## config.mk

```make
export PLATFORM = sky130hd
export DESIGN_NAME = engine_cmd_frontend
export DESIGN_NICKNAME = d
export VERILOG_FILES = /design/src/rtl/engine_cmd_frontend.sv
export SDC_FILE = /design/constraint.sdc
export NUM_CORES = 1
export LEC_CHECK = 0
export ABC_AREA = 1
export CAP_MARGIN = 20
export CELL_PAD_IN_SITES_DETAIL_PLACEMENT = 0
export CELL_PAD_IN_SITES_GLOBAL_PLACEMENT = 1
export CORE_MARGIN = 5
export CORE_UTILIZATION = 48
export DETAILED_ROUTE_END_ITERATION = 7
export PLACE_DENSITY = 0.86
export SYNTH_ARGS = -nofsm -noshare
export SYNTH_HDL_FRONTEND = slang
export SYNTH_SLANG_ARGS = --single-unit
```

## constraint.sdc

```tcl
create_clock -name clk -period 9.63 [get_ports clk]
set_input_delay 1.926 -clock clk [delete_from_list [all_inputs] [get_ports clk]]
set_output_delay 1.926 -clock clk [all_outputs]
set_load 0.05 [all_outputs]
```

## src/rtl/engine_cmd_frontend.sv

```systemverilog
// rtl/engine_cmd_frontend.sv - engine-side command FIFO and exec_start/exec_done sequencer
// Optional watchdog enabled by defining ENGINE_FRONTEND_WATCHDOG_EN.
module engine_cmd_frontend #(
`ifdef ENGINE_FRONTEND_WATCHDOG_EN
  parameter int WD_CYCLES = 1024,
`endif
  parameter int DEPTH = 4,
  parameter int LVL_W = $clog2(DEPTH) + 1
) (
  input  logic             clk,
  input  logic             rst,
  input  logic             cmd_valid,
  input  logic [7:0]       cmd_opcode,
  input  logic [3:0]       cmd_slot,
  input  logic [47:0]      cmd_dma_addr,
  output logic             engine_ready,
  output logic             exec_start,
  output logic [7:0]       exec_opcode,
  output logic [3:0]       exec_slot,
  output logic [47:0]      exec_dma_addr,
  input  logic             exec_done,
  output logic             busy,
  output logic [LVL_W-1:0] fifo_level,
  output logic             overflow_err,
`ifdef ENGINE_FRONTEND_WATCHDOG_EN
  output logic             wd_timeout,
`endif
  output logic [15:0]      cmds_done
);

  localparam int PTR_W   = $clog2(DEPTH);
  localparam int ENTRY_W = 8 + 4 + 48;

  // S_ISSUE is the single exec_start cycle; exec_done is not accepted there
  typedef enum logic [1:0] {S_IDLE, S_ISSUE, S_WAIT} state_t;

  state_t             state, state_next;
  logic [ENTRY_W-1:0] mem [DEPTH];
  logic [PTR_W-1:0]   wr_ptr, rd_ptr;
  logic [LVL_W-1:0]   count, count_next;
  logic               full, push, pop, accept_done, wd_fire;

  assign fifo_level = count;
  assign full       = (count == LVL_W'(DEPTH));
  // a pop in the same cycle frees the slot, so a push into a full FIFO is still accepted
  assign push       = cmd_valid && (!full || pop);

  always_comb begin
    state_next  = state;
    pop         = 1'b0;
    accept_done = 1'b0;
    exec_start  = 1'b0;
    busy        = 1'b0;
    case (state)
      S_IDLE: begin
        if (count != '0) begin
          pop        = 1'b1;
          state_next = S_ISSUE;
        end
      end
      S_ISSUE: begin
        exec_start = 1'b1;
        state_next = S_WAIT;
      end
      S_WAIT: begin
        busy = 1'b1;
        if (exec_done) begin
          accept_done = 1'b1;
          state_next  = S_IDLE;
        end else if (wd_fire) begin
          state_next = S_IDLE;
        end
      end
      default: state_next = S_IDLE;
    endcase
  end

  always_comb begin
    count_next = count;
    if (push && !pop) begin
      count_next = count + 1'b1;
    end else if (pop && !push) begin
      count_next = count - 1'b1;
    end
  end

  always_ff @(posedge clk) begin
    if (push) begin
      mem[wr_ptr] <= {cmd_opcode, cmd_slot, cmd_dma_addr};
    end
  end

  always_ff @(posedge clk or posedge rst) begin
    if (rst) begin
      state        <= S_IDLE;
      wr_ptr       <= '0;
      rd_ptr       <= '0;
      count        <= '0;
      engine_ready <= 1'b0;
      overflow_err <= 1'b0;
    end else begin
      state        <= state_next;
      count        <= count_next;
      engine_ready <= (count_next < LVL_W'(DEPTH));
      if (push) begin
        wr_ptr <= wr_ptr + 1'b1;
      end
      if (pop) begin
        rd_ptr <= rd_ptr + 1'b1;
      end
      if (cmd_valid && !push) begin
        overflow_err <= 1'b1;
      end
    end
  end

  always_ff @(posedge clk or posedge rst) begin
    if (rst) begin
      exec_opcode   <= '0;
      exec_slot     <= '0;
      exec_dma_addr <= '0;
      cmds_done     <= '0;
    end else begin
      if (pop) begin
        {exec_opcode, exec_slot, exec_dma_addr} <= mem[rd_ptr];
      end
      if (accept_done) begin
        cmds_done <= cmds_done + 16'd1;
      end
    end
  end

`ifdef ENGINE_FRONTEND_WATCHDOG_EN
  localparam int WD_W = $clog2(WD_CYCLES) + 1;

  logic [WD_W-1:0] wd_cnt;

  // fires in the WD_CYCLES-th consecutive S_WAIT cycle
  assign wd_fire = (state == S_WAIT) && (wd_cnt == WD_W'(WD_CYCLES - 1));

  always_ff @(posedge clk or posedge rst) begin
    if (rst) begin
      wd_cnt     <= '0;
      wd_timeout <= 1'b0;
    end else begin
      if (state != S_WAIT) begin
        wd_cnt <= '0;
      end else begin
        wd_cnt <= wd_cnt + 1'b1;
      end
      if (wd_fire && !exec_done) begin
        wd_timeout <= 1'b1;
      end
    end
  end
`else
  assign wd_fire = 1'b0;
`endif

endmodule

```

# Word level (Yosys, flattened, before mapping)
# Memories as Yosys holds them, arrays and structs flattened. A register that Yosys moved wholly into a read port is not among the register bits.
# Index checks and enable logic that the tools add are counted.
# W data, S select, Z words.
# word_totals
reg_bits	27
latchBits	0
ramBits	240
mem_bits_ro	0
input_bits	64
output_inout_bits	83
word_cells	43
mem_count	1
# classes
addsub	5
mul	0
div	0
n_lt_le_gt_ge	1
n_eq_ne	5
shift	0
n_mux	13
n_bitwise	0
n_reduce_logical	11
# mem_list
memory	depth	width	rd	rd_clocked_by_memory_dff	wr	line_no	source
mem	4	60	1	1	1	38	logic [ENTRY_W-1:0] mem [DEPTH];
# ops
operator	n
$add A16 B1 Y16 const B	1
$mux W1	8
$mux W3	2
$pmux W2 S3	1
$add A2 B1 Y2 const B	2
$logic_and A1 B1 Y1	4
$mux W2	2
$ne A2 B2 Y1 const B	2
$add A3 B1 Y3 const B	1
$eq A3 B3 Y1 const B	1
$logic_not A1 Y1	3
$lt A3 B3 Y1 const B	1
$reduce_bool A3 Y1	1
$sub A3 B1 Y3 const B	1
$eq A2 B1 Y1 const B	1
$eq A2 B2 Y1 const B	1
$logic_not A2 Y1	1
$reduce_and A2 Y1	1
$logic_or A1 B1 Y1	1

# Longest topological paths before layout
# Gate-level depths: netlist (run 1).
# depth
ltp_word	10
mapped_depth	11
ltp_nobuf	11

# Least setup slack after synthesis (run 1)
# No wires, ideal clock.
# synth_timing
kind	input -> register
startpoint	input port cmd_valid
endpoint	memory mem[0][0] in the netlist's numbering (enable)
setup_time_ns	0.478
t_arrival_ns	4.620
t_required_ns	9.152
setup_slack_ns	4.532
stages	2
n_path_buf	0
cell_sequence	o21ai_1 -> nor2_1
# synth_between
elab_chain_len	3
# synth_rtl
item	line_no	source
start: declaration	12	input logic cmd_valid,
$logic_and A1 B1 Y1	46	assign push = cmd_valid && (!full || pop);
$mux W1	88	if (push) begin
$mux W1 (implied by the code)	89	mem[wr_ptr] <= {cmd_opcode, cmd_slot, cmd_dma_addr};
end: declaration	38	
# No other way between the ends.

# Worst setup path after layout (run 1)
# layout_timing
startpoint	register state[0]
endpoint	output port exec_start
# layout_between
elab_chain_len	2
# layout_rtl
item	line_no	source
start: declaration	37	state_t state, state_next;
start signal: assignment	102	state <= state_next;
$eq A2 B1 Y1	54	case (state)
$mux W1	54	
end: declaration	17	output logic exec_start,
# No other way between the ends.

==> out/metrics.yaml, run 1 <==
status: "completed"
rows: 59
grt_max_degree: 90
synthXorXnorAreaFrac_pct: 1.04
antenna_cells: 0
tightest_slew_ns: 1.01
layout.nets: 1225
ys_seq_area_share_pct: 74.6
clockBufferDepth: 3
fin_crit_sh_pct: 39.6
routabilityCongestion: 0.739
crit_start: "state[0]"
worst_slack_ns: 5.81
cp_cell_sequence: "inv_1 > nor2_1 > clkdlybuf4s50_1"
portBuffers: 146
slew_viol_final: 0
setup_violations: 0
rsz0062_at_grt: "false"
place_ws_ns: 5.41
core_sq_mm: 0.0259
cp.depth: 3
fmax_ghz: 0.262
cts_resized: 0
cts_setup_buffers: 0
crit_type: "reg -> out"
yosysWarnings: 0
multi_input_area_sq_mm: 0.00280
power.leakage_nw: 5.48
r2r_slack_ns: 6.94
overflow: 0
first_global_vias: 7694
postSynthCellCount: 1014
grt_antenna_before_repair: 2
drive_gt1_share_pct: 6.44
fill_cells: 2016
yosys.area_share.adder_pct: 0.796
crit_end: "exec_start"
start_kind: "register"
crit_arrival_ns: 1.89
htreeDepth: 2
seqCellArea_sq_mm: 0.00939
die_w_microns: 172
dr.pass1.iters: 5
synth-compound-area-share_pct: 8.16
max-cap-violations: 0
grt_pass1_wl_mm: 41.3
synthMuxAreaShare_pct: 0
io_pins: 147
crit_path_end_kind: "primary output"
synth_top_family_by_area: "simple AND/OR/NAND/NOR gates"
finalHoldViolCount: 0
synth.distinct_cells: 28
slowest_stage: "clkdlybuf4s50_1"
reg2reg_depth: 4
clkSinkCount: 327
syn_avg_cell_area_sq_um: 12.4
finalSetupTns_ns: 0
track_usage_pct: 18.0
cp_max_fo: 3
ir_worst_vdd_mv: 0.229
cp_top_family: "buffers and inverters"
r2r-start: "rd_ptr[0]"
ys_seq_elements: 327
num_vias: 7831
start_util_pct: 48.5
maxSlewHeadroom_pct: 32.3
die_y_microns: 172
first_iter_violations: 698
utilization_pct: 59.2
cpPeakStageDelay_ns: 0.82
syn2layout_area_growth_pct: 21.9
hold_path_class: "reg -> reg"
powerDensity_mw_per_mm2: 352
fin_skew_ns: 0.0206
netlist_area_sq_mm: 0.0126
post-dp-hpwl_mm: 14.8
post_drt_via_cell_ratio: 5.17
cts_tree: "yes"
root_buffer: "clkbuf_16"
cts.clk_slew.worst_paths_ns: 0.06
clkLatencyLatePin_ns: 0.52
synthSimpleGateAreaFrac_pct: 12.1
wl_per_cell_microns: 17.5
r2r_end: "exec_dma_addr[14]"
ant_nets: 0
wl_mm: 26.6
path_buf_inv: 2
crit_required_ns: 7.70
syn_nets: 1086
period_needed_ns: 3.82
die-area_sq_mm: 0.0295
drc: 0
cts.hold.buffers_added: 0
numCtsBuffers: 35
[synth_stat cells, drive strengths merged]
cell,count,area (sq um)
nor2,330,1240
o21ai,124,621
nand3,8,45.0
a31oi,60,375
xor2,9,78.8
o21bai,1,7.51
nand4,4,25.0
a41o,1,10.0
dfrtp,87,2180
nand2,49,186
a21oi,1,5.00
buf,31,223
or2,1,6.26
clkbuf,23,90.1
xnor2,6,52.6
ha,8,100
o21a,1,7.51
nor3,1,10.0
edfxtp,240,7210
inv,29,109
[routing by layer]
layer / GRT usage [%] / vias up / wire length (microns)
li1: - / 3804 / -
met1: 24.6 / 3756 / 11200
met2: 30.3 / 233 / 13100
met3: 3.61 / 34 / 1830
met4: 4.41 / 4 / 408
met5: 0 / - / 21
[report_power, final]
group / switching, mW / total [mW] / internal, mW
combinational: 1.42 / 2.04 / 0.625
sequential: 0.200 / 2.12 / 1.92
clock: 0.518 / 1.23 / 0.715
total: 2.14 / 5.39 / 3.26
[cell usage in the layout (no fill, tap or decap), types with 18 or more instances in the layout]
cell,n
o21ai_1,18
nor2_1,324
clkbuf_16,36
clkdlybuf4s50_1,146
inv_1,24
a31oi_1,60
o21ai_0,106
edfxtp_1,240
dfrtp_1,85
nand2_1,48
[how the worst min path moves through the flow]
stage	from	endpoint	slack (ns)	depth (start not counted)
global placement	overflow_err	overflow_err	0.45	1
global route	overflow_err	overflow_err	0.51	1
floorplan	mem[1][0]	exec_dma_addr[0]	0.51	2
finish	overflow_err	overflow_err	0.47	1
CTS	overflow_err	overflow_err	0.47	1
detailed placement	overflow_err	overflow_err	0.46	1
[state kept, by name, summed over array words and instances, names as in the netlist, named ones only]
name	count
cmds_done	16
engine_ready	1
exec_dma_addr	48
exec_opcode	8
exec_slot	4
fifo_level	2
mem	240
overflow_err	1
rd_ptr	2
state	2
wr_ptr	2
[stage by stage]
step           hold slack, ns  instances  power [mW]  instance area [sq um]
2_1_floorplan           0.506       1014        3.60                  12600
3_3_place_gp            0.454       1451        4.17                  14300
3_5_place_dp            0.458       1451        4.21                  14300
4_1_cts                 0.468       1515        5.45                  15300
5_1_grt                 0.507       1515        5.72                  15300
6_report                0.467       1515        5.39                  15300
[cell families (layout without fill, tap and decap cells)]
| family | Yosys count | count (layout) |
|---|---|---|
| compound gates | 188 | 188 |
| simple gates | 393 | 393 |
| flops | 327 | 327 |
| buf+inv | 83 | 249 |
| fa+ha+maj | 8 | 8 |
| xor+xnor | 15 | 15 |
[layout make-up]
cell class,count,area share [%]
sequential,327,61.2
multi-input combinational,604,18.3
timing repair buffer,156,10.0
clock buffer,49,6.39
tap,335,2.73
inverter,29,0.751
clock inverter,15,0.604
Power figures use the tool's default switching activity.
==> inputs of run 2 (changes only) <==
--- a/config.mk
+++ b/config.mk
@@ -10,9 +10,9 @@
 export CELL_PAD_IN_SITES_DETAIL_PLACEMENT = 0
 export CELL_PAD_IN_SITES_GLOBAL_PLACEMENT = 1
 export CORE_MARGIN = 5
-export CORE_UTILIZATION = 48
+export CORE_UTILIZATION = 41
 export DETAILED_ROUTE_END_ITERATION = 7
-export PLACE_DENSITY = 0.86
+export PLACE_DENSITY = 0.78
 export SYNTH_ARGS = -nofsm -noshare
 export SYNTH_HDL_FRONTEND = slang
 export SYNTH_SLANG_ARGS = --single-unit
==> constraint.sdc (replaced) <==
create_clock -name clk -period 3.3 [get_ports clk]
set_input_delay 0.66 -clock clk [delete_from_list [all_inputs] [get_ports clk]]
set_output_delay 0.66 -clock clk [all_outputs]
set_load 0.05 [all_outputs]
==> run 2 against run 1 <==
Effect of this change:
- clock skew up 0.00088 ns
- combinational power rose to 3.0 times the previous value
- sequential power rose to 2.9 times the previous value
- worst setup slack worse by 5.1 ns
- hold slack improved by 0.026 ns
- clock power rose to 3.1 times the previous value
- die area increased by 16%
- power grew to 3.0 times the previous value
- critical path depth did not move
- critical endpoint is now busy
- largest power group is now combinational logic
==> out/metrics.yaml, run 2 (synthesis gave the netlist of run 1 again) <==
status: "completed"
grt-busiest-layer: "met2"
ir_worst_vdd_mv: 0.631  # +180%
wl_mm: 28.4  # +6.8%
utilization_pct: 51.2  # -7.9 points
num_vias: 8011  # +2.3%
finalHoldViolCount: 0  # unchanged
hold_path_class: "reg -> reg"
setup_violations: 0  # unchanged
fmax_ghz: 0.393
cts_setup_buffers: 0  # unchanged
use_met3_pct: 3.26  # -0.35 points
r2r_end: "mem[2][40]"
die_w_microns: 185  # +7.7%
fin_crit_sh_pct: 77.1
root_buffer: "clkbuf_16"
r2r-start: "fifo_level[0]"
rsz0062_at_grt: "false"
cts_tree: "yes"
post_drt_via_cell_ratio: 5.05  # -2.2%
core_sq_mm: 0.0304  # +17%
cts.hold.buffers_added: 0  # unchanged
crit_path_end_kind: "primary output"
use_met2_pct: 27.5  # -2.8 points
crit_start: "state[1]"
post-dp-hpwl_mm: 17.3  # +17%
crit_arrival_ns: 1.88  # about the same
start_kind: "register"
layout_common_cells: "nor2_1, edfxtp_1, clkdlybuf4s50_1"
crit_required_ns: 2.64  # -5.06 ns
max-cap-violations: 0  # unchanged
cts.clk_slew.worst_paths_ns: 0.06  # about the same
grt_antenna_before_repair: 1  # -1
grt_pass1_wl_mm: 44.8  # +8.5%
power.switching_mw: 6.36  # +200%
dr.pass1.iters: 4  # -1
r2r_slack_ns: 1.01  # -5.93 ns
wl_per_cell_microns: 17.9  # +2.1%
clockBufferDepth: 3  # unchanged
ant_nets: 0  # unchanged
start_util_pct: 41.3  # -7.2 points
grt_max_degree: 62  # -31%
layout.nets: 1235  # +0.82%
power.leakage_nw: 5.56  # +1.5%
die_y_microns: 185  # +7.7%
switching_share_pct: 39.5  # -0.13 points
overflow: 0  # unchanged
reg2reg_depth: 6  # +2
regMostFlops: "mem"
gr-usage-met1_pct: 22.7  # -1.9 points
portBuffers: 146  # unchanged
clkLatencyLatePin_ns: 0.51  # about the same
track_usage_pct: 16.7  # -1.4 points
io_pins: 147  # unchanged
numCtsBuffers: 35  # unchanged
layout_commonest_cell: "nor2_1"
drc: 0  # unchanged
power.share.combinational_pct: 38.4  # +0.5 points
slew_viol_final: 0  # unchanged
first_iter_violations: 506  # -28%
largest_reg_flops: 240  # unchanged
crit_end: "busy"
first_global_vias: 8084  # +5.1%
powerDensity_mw_per_mm2: 1030  # +190%
seqPwrFrac_pct: 38.1  # -1.2 points
drive_gt1_share_pct: 7.41  # +0.97 points
htreeDepth: 2  # unchanged
fin_skew_ns: 0.0214  # +0.000875 ns
finalInstanceArea_sq_mm: 0.0156  # +1.7%
placed_area_sq_mm: 0.0145  # +1.4%
rows: 64  # +8.5%
cp_max_fo: 4  # +1
maxSlewHeadroom_pct: 32.8  # +0.52 points
clkSinkCount: 327  # unchanged
die-area_sq_mm: 0.0343  # +16%
routabilityCongestion: 0.735  # -0.55%
power.internal_mw: 9.74  # +200%
period_needed_ns: 2.54
power.share.clock_pct: 23.5  # +0.6 points
cts_resized: 0  # unchanged
crit_type: "reg -> out"
reg_top3: "mem: 240 flops, exec_dma_addr: 48 flops, cmds_done: 16 flops"
tightest_slew_ns: 1.00  # -0.00777 ns
syn2layout_area_growth_pct: 24.0
==> run 2: how the worst min path moves through the flow <==
| stage | from | to | cells after the start |
|---|---|---|---|
| 2_1_floorplan | mem[1][0] | exec_dma_addr[0] | 2 |
| 3_3_place_gp | overflow_err | overflow_err | 1 |
| 3_5_place_dp | overflow_err | overflow_err | 1 |
| 4_1_cts | overflow_err | overflow_err | 1 |
| 5_1_grt | overflow_err | overflow_err | 1 |
| 6_report | overflow_err | overflow_err | 1 |
==> run 2: critical path: stages (launching register included) <==
cell             delay [ns]
dfrtp_1                0.41
inv_1                  0.05
nor2_1                 0.11
clkdlybuf4s50_1        0.82
==> run 2: routing by layer <==
metal	vias to the layer above	routed length (microns)	share of wire, %
met1	3931	12400	44
met5	-	0	0
li1	3818	-	-
met4	0	622	2.2
met2	215	13800	49
met3	47	1530	5.4
==> run 2: stage by stage <==
step	instances	setup TNS [ns]	setup slack [ns]	hold slack, ns	total power [mW]
CTS	1584	0	0.726	0.498	16.3
global route	1584	0	0.634	0.530	17.1
global placement	1522	0	0.718	0.472	12.4
floorplan	1014	-13.04	-0.0543	0.506	10.5
detailed placement	1522	0	0.702	0.484	12.5
finish	1585	0	0.757	0.492	16.1
==> run 2: area by class of cell <==
class | count | area, sq um
antenna | 1 | 2.50
sequential | 327 | 9390
inverter | 29 | 115
tap | 396 | 495
clock buffer | 49 | 978
fill | 2650 | 14800
clock inverter | 13 | 146
multi-input combinational | 604 | 2800
timing repair buffer | 166 | 1660
==> run 2: power groups by stage <==
stage / Sequential, mW / Combinational [mW] / Clock, mW
5_1_grt: 6.26 / 6.75 / 4.05
3_5_place_dp: 6.23 / 6.24 / 0
2_1_floorplan: 7.50 / 2.97 / 0
6_report: 6.14 / 6.18 / 3.78
3_3_place_gp: 6.20 / 6.16 / 0
4_1_cts: 6.15 / 6.27 / 3.87
